[src/rtl/interrupt_control_fsm_if.sv]
// rtl/interrupt_control_fsm_if.sv - request/acknowledge bundle between bus logic and the INTA/poll sequencer
interface interrupt_control_fsm_if #(
  parameter int IRQ_WIDTH = 8
);
  logic                 write_icw1;
  logic                 mode_8086;
  logic [IRQ_WIDTH-1:0] interrupt;
  logic                 inta_end;
  logic                 poll_command;
  logic                 read_end;
  logic                 interrupt_to_cpu;
  logic                 freeze;
  logic                 latch_in_service;
  logic [IRQ_WIDTH-1:0] clear_interrupt_request;
  logic [IRQ_WIDTH-1:0] acknowledge_interrupt;
  logic                 spurious;
  logic                 end_of_acknowledge;
  logic                 end_of_poll;
  logic [1:0]           control_state;

  modport master (
    output write_icw1, mode_8086, interrupt, inta_end, poll_command, read_end,
    input  interrupt_to_cpu, freeze, latch_in_service, clear_interrupt_request,
           acknowledge_interrupt, spurious, end_of_acknowledge, end_of_poll, control_state
  );

  modport slave (
    input  write_icw1, mode_8086, interrupt, inta_end, poll_command, read_end,
    output interrupt_to_cpu, freeze, latch_in_service, clear_interrupt_request,
           acknowledge_interrupt, spurious, end_of_acknowledge, end_of_poll, control_state
  );
endinterface

[src/rtl/interrupt_control_fsm.sv]
// rtl/interrupt_control_fsm.sv - INT raise, INTA sequence (8080/8086) and poll read sequencer
module interrupt_control_fsm #(
  parameter int IRQ_WIDTH = 8
) (
  input logic                    clock,
  input logic                    reset,
  interrupt_control_fsm_if.slave bus
);
  typedef enum logic [1:0] {
    IDLE      = 2'b00,
    WAIT_ACK2 = 2'b01,
    WAIT_ACK3 = 2'b10,
    POLL      = 2'b11
  } state_t;

  // Vector reported when an acknowledge finds nothing pending.
  localparam logic [IRQ_WIDTH-1:0] SPURIOUS_VEC = {1'b1, {(IRQ_WIDTH-1){1'b0}}};

  state_t               state, state_next;
  logic                 int_q, int_next;
  logic                 freeze_q, freeze_next;
  logic                 latch_q, latch_next;
  logic [IRQ_WIDTH-1:0] clear_q, clear_next;
  logic [IRQ_WIDTH-1:0] ack_q, ack_next;
  logic                 spur_q, spur_next;
  logic                 eoa_q, eoa_next;
  logic                 eop_q, eop_next;
  logic [IRQ_WIDTH-1:0] lowest;
  logic                 any_req;

  // Two's-complement trick isolates the lowest set bit of a possibly multi-hot request.
  assign lowest  = bus.interrupt & (-bus.interrupt);
  assign any_req = |bus.interrupt;

  // Next state and next registered outputs; ICW1 outranks every sequence event.
  always_comb begin
    state_next  = state;
    int_next    = int_q;
    latch_next  = 1'b0;
    clear_next  = '0;
    ack_next    = ack_q;
    spur_next   = spur_q;
    eoa_next    = 1'b0;
    eop_next    = 1'b0;
    if (bus.write_icw1) begin
      state_next = IDLE;
      int_next   = 1'b0;
      ack_next   = '0;
      spur_next  = 1'b0;
    end else begin
      case (state)
        IDLE: begin
          if (bus.inta_end) begin
            int_next   = 1'b0;
            state_next = WAIT_ACK2;
            if (any_req) begin
              ack_next   = lowest;
              clear_next = lowest;
              latch_next = 1'b1;
              spur_next  = 1'b0;
            end else begin
              ack_next  = SPURIOUS_VEC;
              spur_next = 1'b1;
            end
          end else if (bus.poll_command) begin
            int_next   = 1'b0;
            state_next = POLL;
          end else begin
            int_next = any_req;
          end
        end
        WAIT_ACK2: begin
          int_next = 1'b0;
          if (bus.inta_end) begin
            if (bus.mode_8086) begin
              eoa_next   = 1'b1;
              state_next = IDLE;
            end else begin
              state_next = WAIT_ACK3;
            end
          end
        end
        WAIT_ACK3: begin
          int_next = 1'b0;
          if (bus.inta_end) begin
            eoa_next   = 1'b1;
            state_next = IDLE;
          end
        end
        POLL: begin
          int_next = 1'b0;
          if (bus.read_end) begin
            // Poll reports the raw capture: no spurious substitution.
            ack_next   = lowest;
            clear_next = lowest;
            latch_next = any_req;
            spur_next  = 1'b0;
            eop_next   = 1'b1;
            state_next = IDLE;
          end
        end
        default: state_next = IDLE;
      endcase
    end
    freeze_next = (state_next != IDLE);
  end

  // State and output registers with synchronous reset.
  always_ff @(posedge clock) begin
    if (reset) begin
      state    <= IDLE;
      int_q    <= 1'b0;
      freeze_q <= 1'b0;
      latch_q  <= 1'b0;
      clear_q  <= '0;
      ack_q    <= '0;
      spur_q   <= 1'b0;
      eoa_q    <= 1'b0;
      eop_q    <= 1'b0;
    end else begin
      state    <= state_next;
      int_q    <= int_next;
      freeze_q <= freeze_next;
      latch_q  <= latch_next;
      clear_q  <= clear_next;
      ack_q    <= ack_next;
      spur_q   <= spur_next;
      eoa_q    <= eoa_next;
      eop_q    <= eop_next;
    end
  end

  assign bus.interrupt_to_cpu        = int_q;
  assign bus.freeze                  = freeze_q;
  assign bus.latch_in_service        = latch_q;
  assign bus.clear_interrupt_request = clear_q;
  assign bus.acknowledge_interrupt   = ack_q;
  assign bus.spurious                = spur_q;
  assign bus.end_of_acknowledge      = eoa_q;
  assign bus.end_of_poll             = eop_q;
  assign bus.control_state           = state;
endmodule

[src/flat_wrapper.sv]
// flat-port wrapper written by rule: the top's interface ports become plain ports
module interrupt_control_fsm_flat 
#(
  parameter int IRQ_WIDTH = 8
)
  (clock, reset, bus_write_icw1, bus_mode_8086, bus_interrupt, bus_inta_end, bus_poll_command, bus_read_end, bus_interrupt_to_cpu, bus_freeze, bus_latch_in_service, bus_clear_interrupt_request, bus_acknowledge_interrupt, bus_spurious, bus_end_of_acknowledge, bus_end_of_poll, bus_control_state);
  interrupt_control_fsm_if #(.IRQ_WIDTH(IRQ_WIDTH)) bus_i ();
  input logic clock;
  input logic reset;
  input wire logic [$bits(bus_i.write_icw1)-1:0] bus_write_icw1;
  input wire logic [$bits(bus_i.mode_8086)-1:0] bus_mode_8086;
  input wire logic [$bits(bus_i.interrupt)-1:0] bus_interrupt;
  input wire logic [$bits(bus_i.inta_end)-1:0] bus_inta_end;
  input wire logic [$bits(bus_i.poll_command)-1:0] bus_poll_command;
  input wire logic [$bits(bus_i.read_end)-1:0] bus_read_end;
  output wire logic [$bits(bus_i.interrupt_to_cpu)-1:0] bus_interrupt_to_cpu;
  output wire logic [$bits(bus_i.freeze)-1:0] bus_freeze;
  output wire logic [$bits(bus_i.latch_in_service)-1:0] bus_latch_in_service;
  output wire logic [$bits(bus_i.clear_interrupt_request)-1:0] bus_clear_interrupt_request;
  output wire logic [$bits(bus_i.acknowledge_interrupt)-1:0] bus_acknowledge_interrupt;
  output wire logic [$bits(bus_i.spurious)-1:0] bus_spurious;
  output wire logic [$bits(bus_i.end_of_acknowledge)-1:0] bus_end_of_acknowledge;
  output wire logic [$bits(bus_i.end_of_poll)-1:0] bus_end_of_poll;
  output wire logic [$bits(bus_i.control_state)-1:0] bus_control_state;
  assign bus_i.write_icw1 = bus_write_icw1;
  assign bus_i.mode_8086 = bus_mode_8086;
  assign bus_i.interrupt = bus_interrupt;
  assign bus_i.inta_end = bus_inta_end;
  assign bus_i.poll_command = bus_poll_command;
  assign bus_i.read_end = bus_read_end;
  assign bus_interrupt_to_cpu = bus_i.interrupt_to_cpu;
  assign bus_freeze = bus_i.freeze;
  assign bus_latch_in_service = bus_i.latch_in_service;
  assign bus_clear_interrupt_request = bus_i.clear_interrupt_request;
  assign bus_acknowledge_interrupt = bus_i.acknowledge_interrupt;
  assign bus_spurious = bus_i.spurious;
  assign bus_end_of_acknowledge = bus_i.end_of_acknowledge;
  assign bus_end_of_poll = bus_i.end_of_poll;
  assign bus_control_state = bus_i.control_state;
  interrupt_control_fsm #(.IRQ_WIDTH(IRQ_WIDTH)) u_core (.clock(clock), .reset(reset), .bus(bus_i));
endmodule
[config.mk]
export PLATFORM = sky130hd
export DESIGN_NAME = interrupt_control_fsm_flat
export DESIGN_NICKNAME = d
export VERILOG_FILES = /design/src/rtl/interrupt_control_fsm_if.sv /design/src/rtl/interrupt_control_fsm.sv /design/src/flat_wrapper.sv
export SDC_FILE = /design/constraint.sdc
export NUM_CORES = 1
export LEC_CHECK = 0
export BUFFER_PORTS_ARGS = -buffer_cell sky130_fd_sc_hd__buf_2
export CORE_MARGIN = 4
export CORE_UTILIZATION = 37
export DETAILED_ROUTE_END_ITERATION = 12
export HOLD_SLACK_MARGIN = 0.1
export SLEW_MARGIN = 20
export SYNTH_ARGS = -nofsm -noshare
export SYNTH_HDL_FRONTEND = slang
export SYNTH_SLANG_ARGS = --single-unit
[constraint.sdc]
create_clock -name clock -period 2.51 [get_ports clock]
set_input_delay 0.502 -clock clock [delete_from_list [all_inputs] [get_ports clock]]
set_output_delay 0.502 -clock clock [all_outputs]
set_load 0.005 [all_outputs]
# Word-level counts from Yosys, hierarchy flattened
# Cells that the tools add are included.
totals:
  word_cells: 57
  output_inout_bits: 24
  ff_bits: 24
op_classes:
  reduce_logical: 8
  eq_ne: 5
  n_addsub: 1
  muxes: 32
  bitwise_logic: 2
ops:
  columns: ["cell", "n"]
  rows:
  - ["$mux W8", 6]
  - ["$pmux W8 S2", 2]
  - ["$mux W2", 7]
  - ["$mux W1", 12]
  - ["$and A8 B8 Y8", 1]
  - ["$neg A8 Y8", 1]
  - ["$pmux W1 S2", 4]
  - ["$pmux W2 S4", 1]
  - ["$reduce_or A8 Y1", 1]
  - ["$reduce_or A3 Y1", 2]
  - ["$eq A2 B2 Y1 const B", 2]
  - ["$ne A2 B2 Y1 const B", 2]
  - ["$reduce_bool A2 Y1", 2]
  - ["$reduce_and A3 Y1", 1]
  - ["$eq A2 B1 Y1 const B", 1]
  - ["$logic_not A2 Y1", 1]
  - ["$reduce_or A2 Y1", 1]
  - ["$not A1 Y1", 1]

# Longest topological paths before layout
# Gate-level depths: netlist (run 1).
logic_depth:
  ltp_word: 5
  mapped_depth: 7
  mapped_depth_nobuf: 6

# Worst setup path before layout (run 1)
# No wires, ideal clock.
synth_path:
  path_type: "register to register"
  from: "register u_core.state[1] (netlist: u_core.bus.control_state[1])"
  to: "register u_core.clear_q[0] (netlist: u_core.bus.clear_interrupt_request[0])"
  setup_ns: 0.058
  arrival_ns: 1.615
  n_path_buf: 1
  synth_period_minus_slack_ns: 1.673
  path_stages_with_launch: 7
  setup_slack_ns: 0.837
  path_cell_list: "dfxtp_1 -> inv_1 -> ha_1 -> or3_1 -> clkbuf_1 -> a21oi_1 -> and2_2"
synth_between:
  elab_chain_cells: 2
synth_lines:
  columns: ["element", "line", "rtl"]
  rows:
  - ["start, declared", "interrupt_control_fsm.sv:19", "state_t state, state_next;"]
  - ["start signal, assigned", "interrupt_control_fsm.sv:121", "state <= state_next;"]
  - ["$eq A2 B2 Y1 or $logic_not A2 Y1 (tied branches)", "interrupt_control_fsm.sv:51", "case (state)"]
  - ["$pmux W8 S2 *", "interrupt_control_fsm.sv:51", null]
  - ["end signal, assigned", "interrupt_control_fsm.sv:125", "clear_q <= clear_next;"]
  - ["end, declared", "interrupt_control_fsm.sv:23", "logic [IRQ_WIDTH-1:0] clear_q, clear_next;"]
# Every way passes the cells marked *; elsewhere a longest branch is shown, timed or not.
# A chain may end at the register's enable or synchronous reset.

# Worst setup path after layout (run 1)
layout_path:
  from: "register u_core.state[1] (netlist: u_core.bus.control_state[1])"
  to: "register u_core.freeze_q (netlist: u_core.bus.freeze)"
layout_between:
  elab_chain_cells: 5
layout_lines:
  columns: ["element", "line", "rtl"]
  rows:
  - ["$mux W2", "interrupt_control_fsm.sv:65", "end else if (bus.poll_command) begin"]
  - ["$mux W2", "interrupt_control_fsm.sv:53", "if (bus.inta_end) begin"]
  - ["$pmux W2 S4 *", "interrupt_control_fsm.sv:51", null]
  - ["$mux W2 *", "interrupt_control_fsm.sv:45", "if (bus.write_icw1) begin"]
  - ["$reduce_bool A2 Y1 *", "interrupt_control_fsm.sv:105", "freeze_next = (state_next != IDLE);"]
  - ["end signal, assigned", "interrupt_control_fsm.sv:123", "freeze_q <= freeze_next;"]
  - ["end, declared", "interrupt_control_fsm.sv:21", "logic freeze_q, freeze_next;"]
# Marked as above.

==> reports/metrics.sh, run 1 <==
RUN_STATUS='finished, final reports clean'
CTSRESIZECOUNT=0
DRTPASS1ITERATIONS=4
CTS_SINKS=24
POST_SYNTH_ADDER_CELL_AREA=0.0602
CRITICAL_PATH.CELL_CHAIN='ha_1 > nor2b_1 > a21oi_1 > a2bb2oi_1 > o311ai_0'
FINAL.SETUP.TNS_NS=0
SETUP_VIOL_COUNT_FINAL=0
FLOORPLAN.CORE_AREA_UM2=2570
MIN_FROM='bus_interrupt[7]'
INITIAL_CORE_UTIL=0.405
SYNTH_AREA_LEADERS='sky130_fd_sc_hd__dfxtp_1, sky130_fd_sc_hd__ha_1, sky130_fd_sc_hd__mux2i_1'
AREA_GROWTH_FROM_SYNTHESIS_TO_LAYOUT_PCT=23.8
SYN_AREA_UM2=1040
ROUTE.ANTENNA.REMAINING_NETS=0
GRT_ANTENNA_BEFORE_REPAIR=0
DP_WORST_SETUP_SLACK_NS=0.622
CP_MAX_STAGE_CELL='sky130_fd_sc_hd__nor2b_1'
MAX_STAGE_DELAY_ON_CRIT_PATH_NS=0.48
LEAKAGE_POWER_nW=0.607
ROUTABILITYCONGESTION=0.777
FINAL_LAYOUT_SIZE_SUFFIX_GT1_FRAC=0.342
FINAL_CORE_UTILIZATION=0.501
SYNTH.AREA.MUX_SHARE=0.0578
ROUTED_WIRELENGTH_UM=2390
GRT_START_MAX_NET_PINS=15
WORST-SLEW-PIN-TRANSITION_NS=0.513
PLACE.PORT_BUFFERS=38
POST_CTS.REPAIR.SETUP_BUFFERS=0
POST_SYNTH.CELL_AREA_AVG_UM2=9.12
PATH_MAX_FANOUT=7
DESIGN_POWER_TOTAL_uW=671
NETLIST.TOP_CELL.BY_AREA='sky130_fd_sc_hd__dfxtp_1'
FINALCRITICALPERIOD_NS=1.93
YOSYS.AREA_SHARE.SIMPLE=0.259
MAIN_COMBINATIONAL_CELL_FAMILY_BY_AREA_AFTER_SYNTHESIS='simple AND/OR/NAND/NOR gates'
SLEW_HEADROOM=0.657
DIE_AREA_UM2=3720
YOSYSTOPAREACELLSHARE=0.462
VIAS_PER_STD_CELL=5.05
CRIT_PATH_START_KIND='register'
CRITPATHARRIVALTIME_NS=2.12
REG2REG_FROM='u_core.bus.control_state[1]'
GRT_SETUP_UNREPAIRED='false'
MAX-CLOCK-PATH-BUFFERS=2
NETLIST-CELL-TYPE-COUNT=33
ROUTED-VIA-COUNT=919
END_KIND='register'
DIE_WIDTH_UM=61.0
SETUP.WORST_PATH.CLASS='register to register'
CRIT_REQUIRED_NS=2.70
CTS_TREE='yes'
ASYNCSETRESETFLOPFRACSYNTH=0
POSTCTSHOLDBUFS=0
IO-PIN-COUNT=39
REMAINING_DRC_ERRORS=0
SYNTH.YOSYS.WARNINGS=0
WIRE_LENGTH_OF_THE_FIRST_GLOBAL_ROUTING_PASS_UM=4040
NETLIST_INSTANCES=114
POWER_PER_CELL_AREA_nW_PER_UM2=521
SYNTHFLOPTYPE='sky130_fd_sc_hd__dfxtp_1'
SYNTH-SEQ-CELLS=24
GRT_REMAINING_OVERFLOW=0
NUMBER_OF_DIODES=0
CLOCK_SKEW_NS=0.00523
POSTSYNTHNETCOUNT=134
FLOORPLAN.ROWS=18
FP.DIEH_UM=61.0
WORST_CASE_SETUP_MARGIN_IN_THE_FINAL_LAYOUT_NS=0.576
DRTITER0DRC=34
TOP_COUNT_CELL_POST_SYNTH='sky130_fd_sc_hd__dfxtp_1'
MAX_CAPACITANCE_VIOLATION_COUNT=0
CLOCK_TREE.ROOT_CELL='sky130_fd_sc_hd__clkbuf_4'
DETAILED_PLACE_HPWL_UM=1940
WORST_SKEW_PAIR.LATE_LATENCY_NS=0.30
SYNTHXORXNORAREAFRAC=0
WORSTHOLDPATHTYPE='input pin to register'
CLKSLEWWORSTSETUPHOLDPATHS_NS=0.12
GRT.TOTAL_USAGE=0.147
FIRST_GLOBAL_VIAS=911
NUM-NETS-FINAL=173
MOST_NUMEROUS_CELL_TYPES_IN_THE_SYNTHESIZED_NETLIST='sky130_fd_sc_hd__dfxtp_1, sky130_fd_sc_hd__nor2_1, sky130_fd_sc_hd__a21oi_1, sky130_fd_sc_hd__nand2_1, sky130_fd_sc_hd__mux2i_1'
TIMING.FINAL.MAX_SLEW_VIOLATIONS=0
NUMBER_OF_BUFFERS_CREATED_BY_CTS=3
ACHIEVABLE-FREQUENCY_MHz=517
ROUTEDWLPERCELL_UM=13.1
SYNTH-COMPOUND-AREA-SHARE=0.131
TIMING.FINAL.HOLD_VIOLATIONS=0
CRITPATHLAUNCH='u_core.bus.control_state[1]'
YOSYSSEQAREASHARE=0.462
TIMING.FINAL.CRIT_SHARE=0.771
NUMBER_OF_H_TREE_BRANCHING_LEVELS=1
VDD.IR_DROP.WORST_mV=0.371
SYNTH_EDF_COUNT=0
-- power by group --
part / switching, mW / internal, mW
registers: 0.00324 / 0.388
clock network: 0.106 / 0.0884
logic: 0.0511 / 0.0342
total: 0.161 / 0.510
-- worst max-delay path: cells and delay by family (launching register included) --
kind	cells	cell delay, ns
AND/OR/NAND/NOR	1	0.48
AO/OA/AOI/OAI	3	0.59
flip-flops	1	0.44
adder cells (fa/ha/maj)	1	0.31
-- cell families (layout without fill, tap and decap cells) --
group	after synthesis	count (layout)
AOI/OAI and AO/OA	22	22
adders and majority gates	5	5
buffers and inverters	8	46
DFF	24	24
muxes	6	6
and+or+nand+nor	49	49
-- registers in the layout, indices dropped and copies added (netlist names) --
signal and count:
u_core.bus.acknowledge_interrupt 8, u_core.bus.clear_interrupt_request 8, u_core.bus.control_state 2, u_core.bus.end_of_acknowledge 1, u_core.bus.end_of_poll 1, u_core.bus.freeze 1
u_core.bus.interrupt_to_cpu 1, u_core.bus.latch_in_service 1, u_core.bus.spurious 1
-- path summary, 6_finish.rpt --
check                                                to  slack [ns]  depth (start not counted)
setup / recovery                      u_core.bus.freeze        0.58                          5
hold / removal    u_core.bus.clear_interrupt_request[7]        0.46                          3
setup reg to reg                      u_core.bus.freeze        0.58                          5
hold reg to reg     u_core.bus.acknowledge_interrupt[3]        0.48                          2
-- through the flow --
step | hold slack, ns | instance area, µm² | std cells
global placement | 0.469 | 1250 | 178
detailed placement | 0.467 | 1250 | 178
CTS | 0.441 | 1290 | 182
global route | 0.449 | 1290 | 182
finish | 0.458 | 1290 | 182
floorplan | 0.466 | 1040 | 114
-- layout by cell type, fill, tap and decap left out, drive strengths merged --
cell type	count
nand2	9
or4	1
dfxtp	24
o31ai	1
a2bb2oi	1
nand3b	1
ha	5
a31oi	1
o2111ai	1
a211oi	1
nor4	1
and3	1
nor3b	2
clkbuf	4
nand2b	1
and2	4
and3b	1
and2b	1
nor2b	1
or2	1
nor3	5
or3	1
buf	38
inv	4
o311ai	2
a21oi	9
mux2i	6
nand3	2
a211o	1
nor2	17
o21ai	5
-- layer usage --
layer,GRT usage,wire length (µm)
met1,0.200,1140
met2,0.231,1070
met3,0.0377,155
met4,0.0464,19
met5,0,0
-- final cells by class --
cell class / instances / area (µm²)
Clock buffer: 4 / 36.3
Fill cell: 261 / 1280
Inverter: 4 / 15.0
Multi-Input combinational cell: 82 / 528
Sequential cell: 24 / 480
Tap cell: 30 / 37.5
Timing Repair Buffer: 38 / 190
Note: power is estimated with default switching activity, not from simulation.
==> run 2, diff against run 1 <==
- clock period: 2.51 -> 2.01 ns (I/O delays scaled with it)
==> run 2 against run 1 <==
First-iteration DRC count shrank 24%. Non-clock buffer count is 1 higher. Clock power about the same. Setup slack got worse by 0.35 ns. Hold slack worse by 0.11 ns. Core utilization shrank 0.097 points. Combinational power grew 28%. Count of clock-buffer cells in the layout down 1. Routed wire length fell by 3.3%. Via count grew 0.22%. Highest routed layer unchanged.
==> reports/metrics.sh, run 2 (synthesis results as in run 1) <==
MIN_FROM='bus_interrupt[7]'
SWITCHING_SHARE=0.246
CLOCK_SKEW_NS=0.00350
MIN_DELAY_PATH_DEPTH=3
NUMBER_OF_BUFFERS_CREATED_BY_CTS=3
CTSRESIZECOUNT=0
SLEW_HEADROOM=0.661
FINALCRITICALPERIOD_NS=1.79
SETUP_VIOL_COUNT_FINAL=0
GRT_REMAINING_OVERFLOW=0
INTERNAL_POWER_uW=599
DRTPASS1ITERATIONS=4
POSTCTSHOLDBUFS=0
WORST-SLEW-PIN-TRANSITION_NS=0.501
PLACE.PORT_BUFFERS=38
LAYOUT.CELLS.MOST_COMMON_LIST='sky130_fd_sc_hd__buf_2, sky130_fd_sc_hd__dfxtp_1, sky130_fd_sc_hd__nor2_1'
ACHIEVABLE-FREQUENCY_MHz=559
CRIT_REQUIRED_NS=2.27
NUM-NETS-FINAL=174
POWER_SWITCHING_uW=195
WORSTHOLDENDPOINT='u_core.bus.clear_interrupt_request[7]'
TIMING.FINAL.MAX_SLEW_VIOLATIONS=0
AREA_GROWTH_FROM_SYNTHESIS_TO_LAYOUT_PCT=23.6
MAX-CLOCK-PATH-BUFFERS=2
FINISH.INSTANCE_AREA_UM2=1280
REMAINING_DRC_ERRORS=0
ROUTABILITYCONGESTION=0.827
FINAL_LAYOUT_SIZE_SUFFIX_GT1_FRAC=0.349
INITIAL_CORE_UTIL=0.405
DRTITER0DRC=26
WIRE_LENGTH_OF_THE_FIRST_GLOBAL_ROUTING_PASS_UM=3750
SETUP.WORST_PATH.CLASS='register to register'
FIRST_GLOBAL_VIAS=862
CLOCK_SHARE_OF_POWER=0.247
ROUTED_WIRELENGTH_UM=2310
GRT_START_MAX_NET_PINS=15
R2R_END='u_core.bus.clear_interrupt_request[0]'
TIMING.FINAL.HOLD_VIOLATIONS=0
DIE_WIDTH_UM=61.0
POST_CTS.REPAIR.SETUP_BUFFERS=0
FINAL.SETUP.TNS_NS=0
FLOORPLAN.ROWS=18
DIE_AREA_UM2=3720
NUMBER_OF_DIODES=0
VDD.IR_DROP.WORST_mV=0.534
WORST_SKEW_PAIR.LATE_LATENCY_NS=0.30
ROUTED-VIA-COUNT=921
FILLER_CELL_COUNT=255
PATH_MAX_FANOUT=6
REGISTER_TO_REGISTER_SETUP_SLACK_NS=0.22
LEAKAGE_POWER_nW=0.605
CLKSLEWWORSTSETUPHOLDPATHS_NS=0.12
CTS_TREE='yes'
MAX_STAGE_DELAY_ON_CRIT_PATH_NS=0.48
CRITPATHARRIVALTIME_NS=2.04
POWER_FRAC_COMB=0.138
NUMBER_OF_STAGES_ON_THE_WORST_SETUP_PATH=5
RR_WORST_DEPTH=5
VIAS_PER_STD_CELL=5.06
DETAILED_PLACE_HPWL_UM=1910
WORSTHOLDPATHTYPE='input pin to register'
CRITICAL_PATH.CELL_CHAIN='inv_1 > ha_1 > or3_1 > a21oi_2 > and2_2'
POWER_PER_CELL_AREA_nW_PER_UM2=618
GRT_SETUP_UNREPAIRED='false'
REG2REG_FROM='u_core.bus.control_state[1]'
ROUTE.ANTENNA.REMAINING_NETS=0
TIMING.FINAL.CRIT_SHARE=0.890
NUMBER_OF_H_TREE_BRANCHING_LEVELS=1
PLACED_CELL_AREA_UM2=1260
CRIT_PATH_START_KIND='register'
END_KIND='register'
TIMING.CRITICAL_PATH.BUF_INV=1
GRT.TOTAL_USAGE=0.135
FLOORPLAN.CORE_AREA_UM2=2570
RUN_STATUS='finished, final reports clean'
FP.DIEH_UM=61.0
CP_MAX_STAGE_CELL='sky130_fd_sc_hd__or3_1'
GRT_ANTENNA_BEFORE_REPAIR=0
ROUTEDWLPERCELL_UM=12.7
CP_TOP_FAMILY='simple AND/OR/NAND/NOR gates'
LAYOUT_COMMONEST_CELL='sky130_fd_sc_hd__buf_2'
CTS_SINKS=24
MAX_CAPACITANCE_VIOLATION_COUNT=0
IO-PIN-COUNT=39
CLOCK_TREE.ROOT_CELL='sky130_fd_sc_hd__clkbuf_4'
SEQPWRFRAC=0.615
-- run 2: cell count changes in the layout (fill, tap and decap cells not counted) --
cell / delta
sky130_fd_sc_hd__clkbuf_8: -1
sky130_fd_sc_hd__a21oi_1: -1
sky130_fd_sc_hd__a21oi_2: +1
sky130_fd_sc_hd__buf_4: +1
-- run 2: worst max path at each step --
stage                                            endpoint  slack [ns]                         from
floorplan           u_core.bus.clear_interrupt_request[0]        0.34  u_core.bus.control_state[1]
global placement    u_core.bus.clear_interrupt_request[7]        0.19  u_core.bus.control_state[1]
detailed placement  u_core.bus.clear_interrupt_request[0]        0.17  u_core.bus.control_state[1]
CTS                 u_core.bus.clear_interrupt_request[0]        0.14  u_core.bus.control_state[1]
global route                            u_core.bus.freeze        0.07  u_core.bus.control_state[1]
finish              u_core.bus.clear_interrupt_request[0]        0.22  u_core.bus.control_state[1]
-- run 2: through the flow --
step / hold WS [ns] / util / setup WS, ns / power, mW / std cells
5_1_grt: 0.341 / 0.500 / 0.0670 / 0.839 / 182
2_1_floorplan: 0.466 / - / 0.337 / 0.562 / 114
3_5_place_dp: 0.468 / 0.490 / 0.165 / 0.608 / 179
6_report: 0.347 / 0.500 / 0.221 / 0.794 / 182
3_3_place_gp: 0.473 / 0.490 / 0.190 / 0.608 / 179
4_1_cts: 0.344 / 0.499 / 0.143 / 0.802 / 182
-- run 2: routing by layer --
layer  track usage  up-vias  share of wire
met4        0.0433        0         0.0074
met3        0.0419        2          0.085
met2         0.211       36           0.44
met5             0        -              0
li1              -      472              -
met1         0.179      411           0.47
-- run 2: layout make-up --
class	instances	area, µm²	area share
sequential	24	480	0.374
inverter	4	15.0	0.0117
clock buffer	3	22.5	0.0175
timing repair buffer	39	198	0.154
multi-input combinational	82	532	0.414
tap	30	37.5	0.0292
-- run 2: worst reg2reg max path: stages, from the launching register on --
cell and delay, ns:
sky130_fd_sc_hd__dfxtp_1 0.43, sky130_fd_sc_hd__inv_1 0.12, sky130_fd_sc_hd__ha_1 0.30, sky130_fd_sc_hd__or3_1 0.48
sky130_fd_sc_hd__a21oi_2 0.23, sky130_fd_sc_hd__and2_2 0.17
-- run 2: power by group through the flow --
stage | registers, mW | logic, mW | clock network, mW
after floorplan | 0.500 | 0.0623 | 0
after global routing | 0.490 | 0.123 | 0.226
after CTS | 0.489 | 0.109 | 0.204
final | 0.489 | 0.109 | 0.196
after global placement | 0.499 | 0.109 | 0
after detailed placement | 0.500 | 0.109 | 0
